===== src/rtl/imm_encoder.sv =====
// Iterative immediate encoder: finds the Instr[23:0] field and ImmSrc code that
// the immediate extender turns back into the requested 32-bit value.
module imm_encoder (
    input  logic        clk,
    input  logic        reset,
    input  logic        in_valid,
    output logic        in_ready,
    input  logic [31:0] Value,
    input  logic [1:0]  ImmSrc,
    output logic        out_valid,
    input  logic        out_ready,
    output logic        Ok,
    output logic [1:0]  ImmSrcOut,
    output logic [23:0] Field
);

    typedef enum logic [1:0] {
        IDLE  = 2'd0,
        CHECK = 2'd1,
        DONE  = 2'd2
    } state_t;

    localparam logic [1:0] TRY_8  = 2'b00;
    localparam logic [1:0] TRY_12 = 2'b01;
    localparam logic [1:0] TRY_24 = 2'b10;
    localparam logic [1:0] AUTO   = 2'b11;

    state_t      state_q;
    logic [1:0]  try_q;
    logic        auto_q;
    logic [31:0] value_q;
    logic [2:0]  fit_q;
    logic        armed_q;
    logic        out_valid_q;
    logic        ok_q;
    logic [1:0]  src_q;
    logic [23:0] field_q;

    logic [2:0]  fit_d;
    logic        try_fit;
    logic [23:0] field_d;

    // Fit of every format, registered in the first CHECK cycle; later cycles
    // only select one entry so each try costs exactly one cycle.
    always_comb begin
        fit_d[0] = (value_q[31:8] == 24'h0);
        fit_d[1] = (value_q[31:12] == 20'h0);
        fit_d[2] = (value_q[1:0] == 2'b00) && (value_q[31:26] == {6{value_q[25]}});
    end

    always_comb begin
        try_fit = 1'b0;
        field_d = 24'h0;
        case (try_q)
            TRY_8: begin
                try_fit = fit_q[0];
                field_d = {16'h0, value_q[7:0]};
            end
            TRY_12: begin
                try_fit = fit_q[1];
                field_d = {12'h0, value_q[11:0]};
            end
            default: begin
                try_fit = fit_q[2];
                field_d = value_q[25:2];
            end
        endcase
    end

    always_ff @(posedge clk) begin
        if (reset) begin
            state_q     <= IDLE;
            try_q       <= TRY_8;
            auto_q      <= 1'b0;
            value_q     <= 32'h0;
            fit_q       <= 3'b000;
            armed_q     <= 1'b0;
            out_valid_q <= 1'b0;
            ok_q        <= 1'b0;
            src_q       <= 2'b00;
            field_q     <= 24'h0;
        end else begin
            case (state_q)
                IDLE: begin
                    if (in_valid) begin
                        value_q <= Value;
                        auto_q  <= (ImmSrc == AUTO);
                        try_q   <= (ImmSrc == AUTO) ? TRY_8 : ImmSrc;
                        armed_q <= 1'b0;
                        state_q <= CHECK;
                    end
                end
                CHECK: begin
                    if (!armed_q) begin
                        fit_q   <= fit_d;
                        armed_q <= 1'b1;
                    end else if (try_fit) begin
                        ok_q        <= 1'b1;
                        field_q     <= field_d;
                        src_q       <= try_q;
                        out_valid_q <= 1'b1;
                        state_q     <= DONE;
                    end else if (auto_q && (try_q != TRY_24)) begin
                        try_q <= try_q + 2'd1;
                    end else begin
                        ok_q        <= 1'b0;
                        field_q     <= 24'h0;
                        src_q       <= try_q;
                        out_valid_q <= 1'b1;
                        state_q     <= DONE;
                    end
                end
                DONE: begin
                    if (out_ready) begin
                        out_valid_q <= 1'b0;
                        state_q     <= IDLE;
                    end
                end
                default: state_q <= IDLE;
            endcase
        end
    end

    assign in_ready  = (state_q == IDLE);
    assign out_valid = out_valid_q;
    assign Ok        = ok_q;
    assign ImmSrcOut = src_q;
    assign Field     = field_q;

endmodule


===== config.mk =====
export PLATFORM = sky130hd
export DESIGN_NAME = imm_encoder
export DESIGN_NICKNAME = d
export VERILOG_FILES = /design/src/rtl/imm_encoder.sv
export SDC_FILE = /design/constraint.sdc
export NUM_CORES = 1
export LEC_CHECK = 0
export CAP_MARGIN = 20
export CELL_PAD_IN_SITES_DETAIL_PLACEMENT = 1
export CELL_PAD_IN_SITES_GLOBAL_PLACEMENT = 2
export CORE_ASPECT_RATIO = 0.7
export CORE_MARGIN = 5
export CORE_UTILIZATION = 31
export DETAILED_ROUTE_END_ITERATION = 10
export HOLD_SLACK_MARGIN = 0.08
export PLACE_DENSITY = 0.84
export SYNTH_ARGS = -nofsm -noshare
export SYNTH_HDL_FRONTEND = slang
export SYNTH_SLANG_ARGS = --single-unit

===== constraint.sdc =====
create_clock -name clk -period 4.22 [get_ports clk]
set_input_delay 0.422 -clock clk [delete_from_list [all_inputs] [get_ports clk]]
set_output_delay 0.422 -clock clk [all_outputs]
set_load 0.1 [all_outputs]

; After elaboration in Yosys (flattened, before gate mapping)
; Index checks and enable logic that the tools add are counted.
[word_totals]
out_inout_bits = 29
reg_bits = 69
[classes]
n_mux = 27
n_bitwise = 1
add_sub_neg = 1
n_eq_ne = 13
n_reduce_logical = 16
[op_table]
columns = op, n
row1 = 2-to-1 mux 24 bit, 2
row2 = case mux 24 bit (2 select lines), 1
row3 = zero test 24 bit, 1
row4 = 2-to-1 mux 2 bit, 12
row5 = zero test 20 bit, 1
row6 = != test 2 bit (second input constant), 7
row7 = AND reduction 4 bit, 2
row8 = 2-to-1 mux 1 bit, 7
row9 = == test 6 bit, 1
row10 = zero test 2 bit, 3
row11 = case mux 1 bit (2 select lines), 3
row12 = case mux 2 bit (3 select lines), 1
row13 = AND reduction 2 bit, 3
row14 = AND reduction 5 bit, 1
row15 = == test 2 x 1 -> 1 bit (second input constant), 2
row16 = == test 2 bit (second input constant), 2
row17 = case mux 2 bit (2 select lines), 1
row18 = nonzero test 2 bit, 2
row19 = != test 3 bit (second input constant), 1
row20 = AND reduction 3 bit, 1
row21 = adder 2 x 1 -> 2 bit (second input constant), 1
row22 = logical AND 1 bit, 2
row23 = inverter 1 bit, 1

; Longest topological paths before layout
[logic_depth]
ltp_word = 6
depth_mapped = 8

; Worst setup path after synthesis
; Ideal clock, no wire load.
[synth_timing]
kind = flip-flop to flip-flop
from = register state_q[1]
to = register armed_q
path_stages_with_launch = 6
period_less_slack_ps = 2625
path_buffers = 1
required_time_ps = 4092
arrival_time_ps = 2498
setup_slack_ps = 1595
path_cell_list = dfxtp_1 -> nor2_1 -> nand2_1 -> clkbuf_1 -> a21oi_1 -> nor2_1
[synth_via]
elab_chain_len = 3
word_cells_on_any_way = 6
[synth_lines]
columns = item, line_no
row1 = start: declaration, 28  ; state_t state_q;
row2 = start signal: assignment, 72  ; state_q <= IDLE;
row3 = start signal: assignment, 90  ; state_q <= CHECK;
row4 = start signal: assignment, 102  ; state_q <= DONE;
row5 = zero test 2 bit (*), --
row6 = net in_ready, 7  ; output logic in_ready,
row7 = != test 2 bit (no source line) / nonzero test 2 bit (equally long branches), --
row8 = AND reduction 2 bit (no source line), --
row9 = end signal: assignment, 77  ; armed_q <= 1'b0;
row10 = end signal: assignment, 89  ; armed_q <= 1'b0;
row11 = end signal: assignment, 96  ; armed_q <= 1'b1;
row12 = end: declaration, 33  ; logic armed_q;
; The timed path passes the listed nets; every way through them passes the cells marked *.
; A chain may end at the register's enable or synchronous reset.

; Worst setup path after layout
[layout_timing]
from = register try_q[0]
to = register field_q[22] (netlist: Field[22])
[layout_via]
elab_chain_len = 4
word_cells_on_any_way = 9
[layout_lines]
columns = item, line_no
row1 = start: declaration, 29  ; logic [1:0] try_q;
row2 = start signal: assignment, 88  ; try_q <= (ImmSrc == AUTO) ? TRY_8 : ImmSrc;
row3 = start signal: assignment, 104  ; try_q <= try_q + 2'd1;
row4 = == test 2 x 1 -> 1 bit (tied with other cells), 54  ; case (try_q)
row5 = case mux 1 bit (2 select lines) / logical AND 1 bit (equally long branches), "54, 103"
row6 = != test 2 bit (no source line), --
row7 = AND reduction 3 bit (no source line), --
row8 = end signal: assignment, 99  ; field_q <= field_d;
row9 = end: declaration, 37  ; logic [23:0] field_q;
; Several ways; a longest one is shown, not always the timed one.

==> summary.txt <==
Setup path
  – Worst Path Arrival: 2.88 ns
  – Setup CP Type: reg2reg
  – Critical path cell sequence: inv_1 -> ha_1 -> or3b_4 -> a211o_1 -> nor3_4 -> a22o_1
  – Largest stage delay on the critical path: 0.54 ns
  – CP max FO: 15
  – Slowest CP cell: nor3_4
  – Worst setup EP type: flop
  – Nature of the critical path startpoint: flop
  – CP required: 4.49 ns
  – Worst path bufs/invs: 1
  – Top delay family on crit path: simple AND/OR/NAND/NOR gates

Drt
  – Initial DRC count: 122
  – DRT Pass-1 Iters: 4
  – Via count: 2322
  – Drt drc: 0
  – DR vias/cell: 4.78
  – ANT nets after route: 0
  – Routed Wire Length: 7810 um
  – Routed WL per cell: 16.1 um

Clock network
  – Post-CTS setup buffer count: 0
  – Hold_buf cts: 0
  – Total CTS buffers: 9
  – Reg clk slew, reported paths: 0.06 ns
  – CTS root buf: clkbuf_16
  – Clock sinks: 69
  – Clk_lat worst skew: 0.33 ns
  – CTS tree: yes
  – PostCTS Resize Cnt: 0
  – Max clock buf depth: 2
  – CTS H-tree lvls: 3

Layout
  – P&R area growth vs syn: 40.6%
  – Final net count: 402
  – Fin area: 3780 um2
  – Share of cells above drive strength 1: 6.56%
  – # diodes: 0

Global route
  – Initial antenna violation count: 0
  – First-pass GRT wire length: 12800 um
  – Number of global-route vias before repair: 2472
  – Largest net degree at the start of global routing: 44
  – Overall routing resource usage: 15.6%
  – Grt ovf: 0

STA
  – Post-layout minimum cycle time: 2.62 ns
  – Max_slew headroom: 33.9%
  – Max Slew Vio Count: 0
  – Fin Clk Skew: 0.00508 ns
  – Worst-Margin Slew: 0.988 ns
  – Post-route setup TNS: 0 ns
  – RSZ-0062 raised after global routing: no
  – Final hold vios: 0
  – Max Fclk: 0.382 GHz
  – Setup violators final: 0
  – Final Cycle Share: 62.0%

Synth
  – Mapped cell area: 2690 um2
  – #FFs+latches synth: 69
  – Seq/Total Area, Yosys: 51.4%
  – EDFF count, synth: 0
  – Primary FF master, synth: dfxtp_1
  – Ys async rst share: 0%
  – Post-synthesis net count: 337
  – Library cells used by synthesis: 37
  – Syn avg cell area: 9.07 um2
  – Synthesis warning total: 0
  – Synth top area cells: dfxtp_1 51%, nand2_1 10%, a21oi_1 7.8%
  – Number of cells produced by synthesis: 296
  – Yosys top cell area share: 51.4%
  – Cell taking the most area after synthesis: dfxtp_1

Worst hold path
  – HP Class: reg2reg

Power and ir drop
  – Sw Share: 24.9%
  – Switch Pwr: 0.000423 W
  – Clock power frac: 47.6%
  – Cell-internal power: 0.00128 W
  – Power per Cell Area: 451 nW/um2
  – Seq pwr share: 41.4%
  – Static leakage: 1.34 nW
  – Comb power frac: 11.0%
  – VDD IR-drop max: 183 uV

Placed design
  – Placed cell areas: 3450 um2
  – Number of I/O port buffers: 66
  – Final Wtd Congestion: 0.846
  – HPWL after DPL: 5320 um

Floorplanning
  – Core ar.: 8440 um2
  – I/O pin count: 67
  – Die Wd: 121 um
  – Die ar.: 10700 um2
  – Initial Util: 31.8%
  – Cell Rows: 28
  – Die Ht: 87.9 um

Job
  – MaxCap Viol Count: 0

Run status
  – Status: completed
## path summary, 6_finish.rpt
path                               start         to  slack, ns  cells after the start
worst max register to register  try_q[0]  Field[22]       1.60                      6
worst min register to register  fit_q[0]   fit_q[0]       0.46                      2
worst min-delay path            fit_q[0]   fit_q[0]       0.46                      2
worst max-delay path            try_q[0]  Field[22]       1.60                      6
## synthesized netlist by cell type, types with 4 or more instances
| cell | number |
|---|---|
| o21ai_0 | 5 |
| a21oi_1 | 42 |
| nand2_1 | 72 |
| a22o_1 | 12 |
| nor2_1 | 13 |
| o2bb2ai_1 | 9 |
| dfxtp_1 | 69 |
| mux2i_1 | 10 |
| nor4_1 | 4 |
| clkbuf_1 | 11 |
## sequential cells by signal, summed over array words and instances, names as in the netlist
signal     cells
Field         24
ImmSrcOut      2
Ok             1
armed_q        1
auto_q         1
fit_q          3
out_valid      1
state_q        2
try_q          2
value_q       32
## power by group through the flow
| stage | registers, W | clock network, W | logic, W |
|---|---|---|---|
| after floorplan | 0.000713 | 0 | 0.000115 |
| after global placement | 0.000717 | 0 | 0.000184 |
| after detailed placement | 0.000718 | 0 | 0.000188 |
| after CTS | 0.000705 | 0.000828 | 0.000190 |
| after global routing | 0.000708 | 0.000856 | 0.000209 |
| final | 0.000705 | 0.000810 | 0.000187 |
## through the flow
| step | util [%] | std cells | hold slack (ns) | setup WS (ns) | total power [W] |
|---|---|---|---|---|---|
| after floorplan | - | 296 | 0.427 | 1.59 | 0.000828 |
| after global placement | 40.9 | 470 | 0.448 | 1.76 | 0.000901 |
| after detailed placement | 40.9 | 470 | 0.454 | 1.64 | 0.000906 |
| after CTS | 44.7 | 486 | 0.465 | 1.60 | 0.00172 |
| after global routing | 44.7 | 486 | 0.490 | 1.40 | 0.00177 |
| final | 44.7 | 486 | 0.462 | 1.60 | 0.00170 |
## tightest hold or removal path, cell delays in order (launching register included)
cell and delay, ns:
dfxtp_1 0.31, nand2_1 0.05, a21oi_1 0.05
## area by class of cell
class	instances	area, um2
multi-input combinational	208	1220
timing repair buffer	70	691
sequential	69	1380
inverter	3	11.3
clock buffer	9	225
clock inverter	7	98.8
tap	120	150
fill	948	4670
## cell families after synthesis
group	share of synthesized area, %
AO/OA/AOI/OAI	19.9
adder cells (fa/ha/maj)	1.40
buffers and inverters	3.35
flip-flops	51.4
multiplexers	3.73
AND/OR/NAND/NOR	20.1
## layout by cell type, fill, tap and decap left out, types with 2 or more instances in the layout
cell             synthesis  final
nor4_1                   4      4
nor2b_1                  3      3
nand3_1                  2      2
dfxtp_1                 69     69
nand4_1                  2      2
o2bb2ai_1                9      9
clkbuf_16                0      9
a21o_1                   2      2
a21oi_1                 42     42
nand3b_1                 3      3
inv_1                    3      3
nand2b_1                 3      3
nor2_1                  13     13
clkinv_4                 0      2
clkdlybuf4s50_1          0     66
o21ai_0                  5      5
nor3b_1                  3      2
a221o_1                  3      3
ha_1                     3      3
a22o_1                  12     12
buf_4                    0      4
nand2_1                 72     72
mux2i_1                 10     10
bufinv_16                0      2
or4_1                    3      3
## routing by layer
| layer | vias to the layer above | track usage [%] | routed length (um) |
|---|---|---|---|
| met1 | 1087 | 21.5 | 4020 |
| met5 | - | 0 | 0 |
| met3 | 6 | 5.16 | 383 |
| met2 | 48 | 23.2 | 3340 |
| met4 | 0 | 4.68 | 69 |
| li1 | 1181 | - | - |
(Power assumes the default switching activity.)
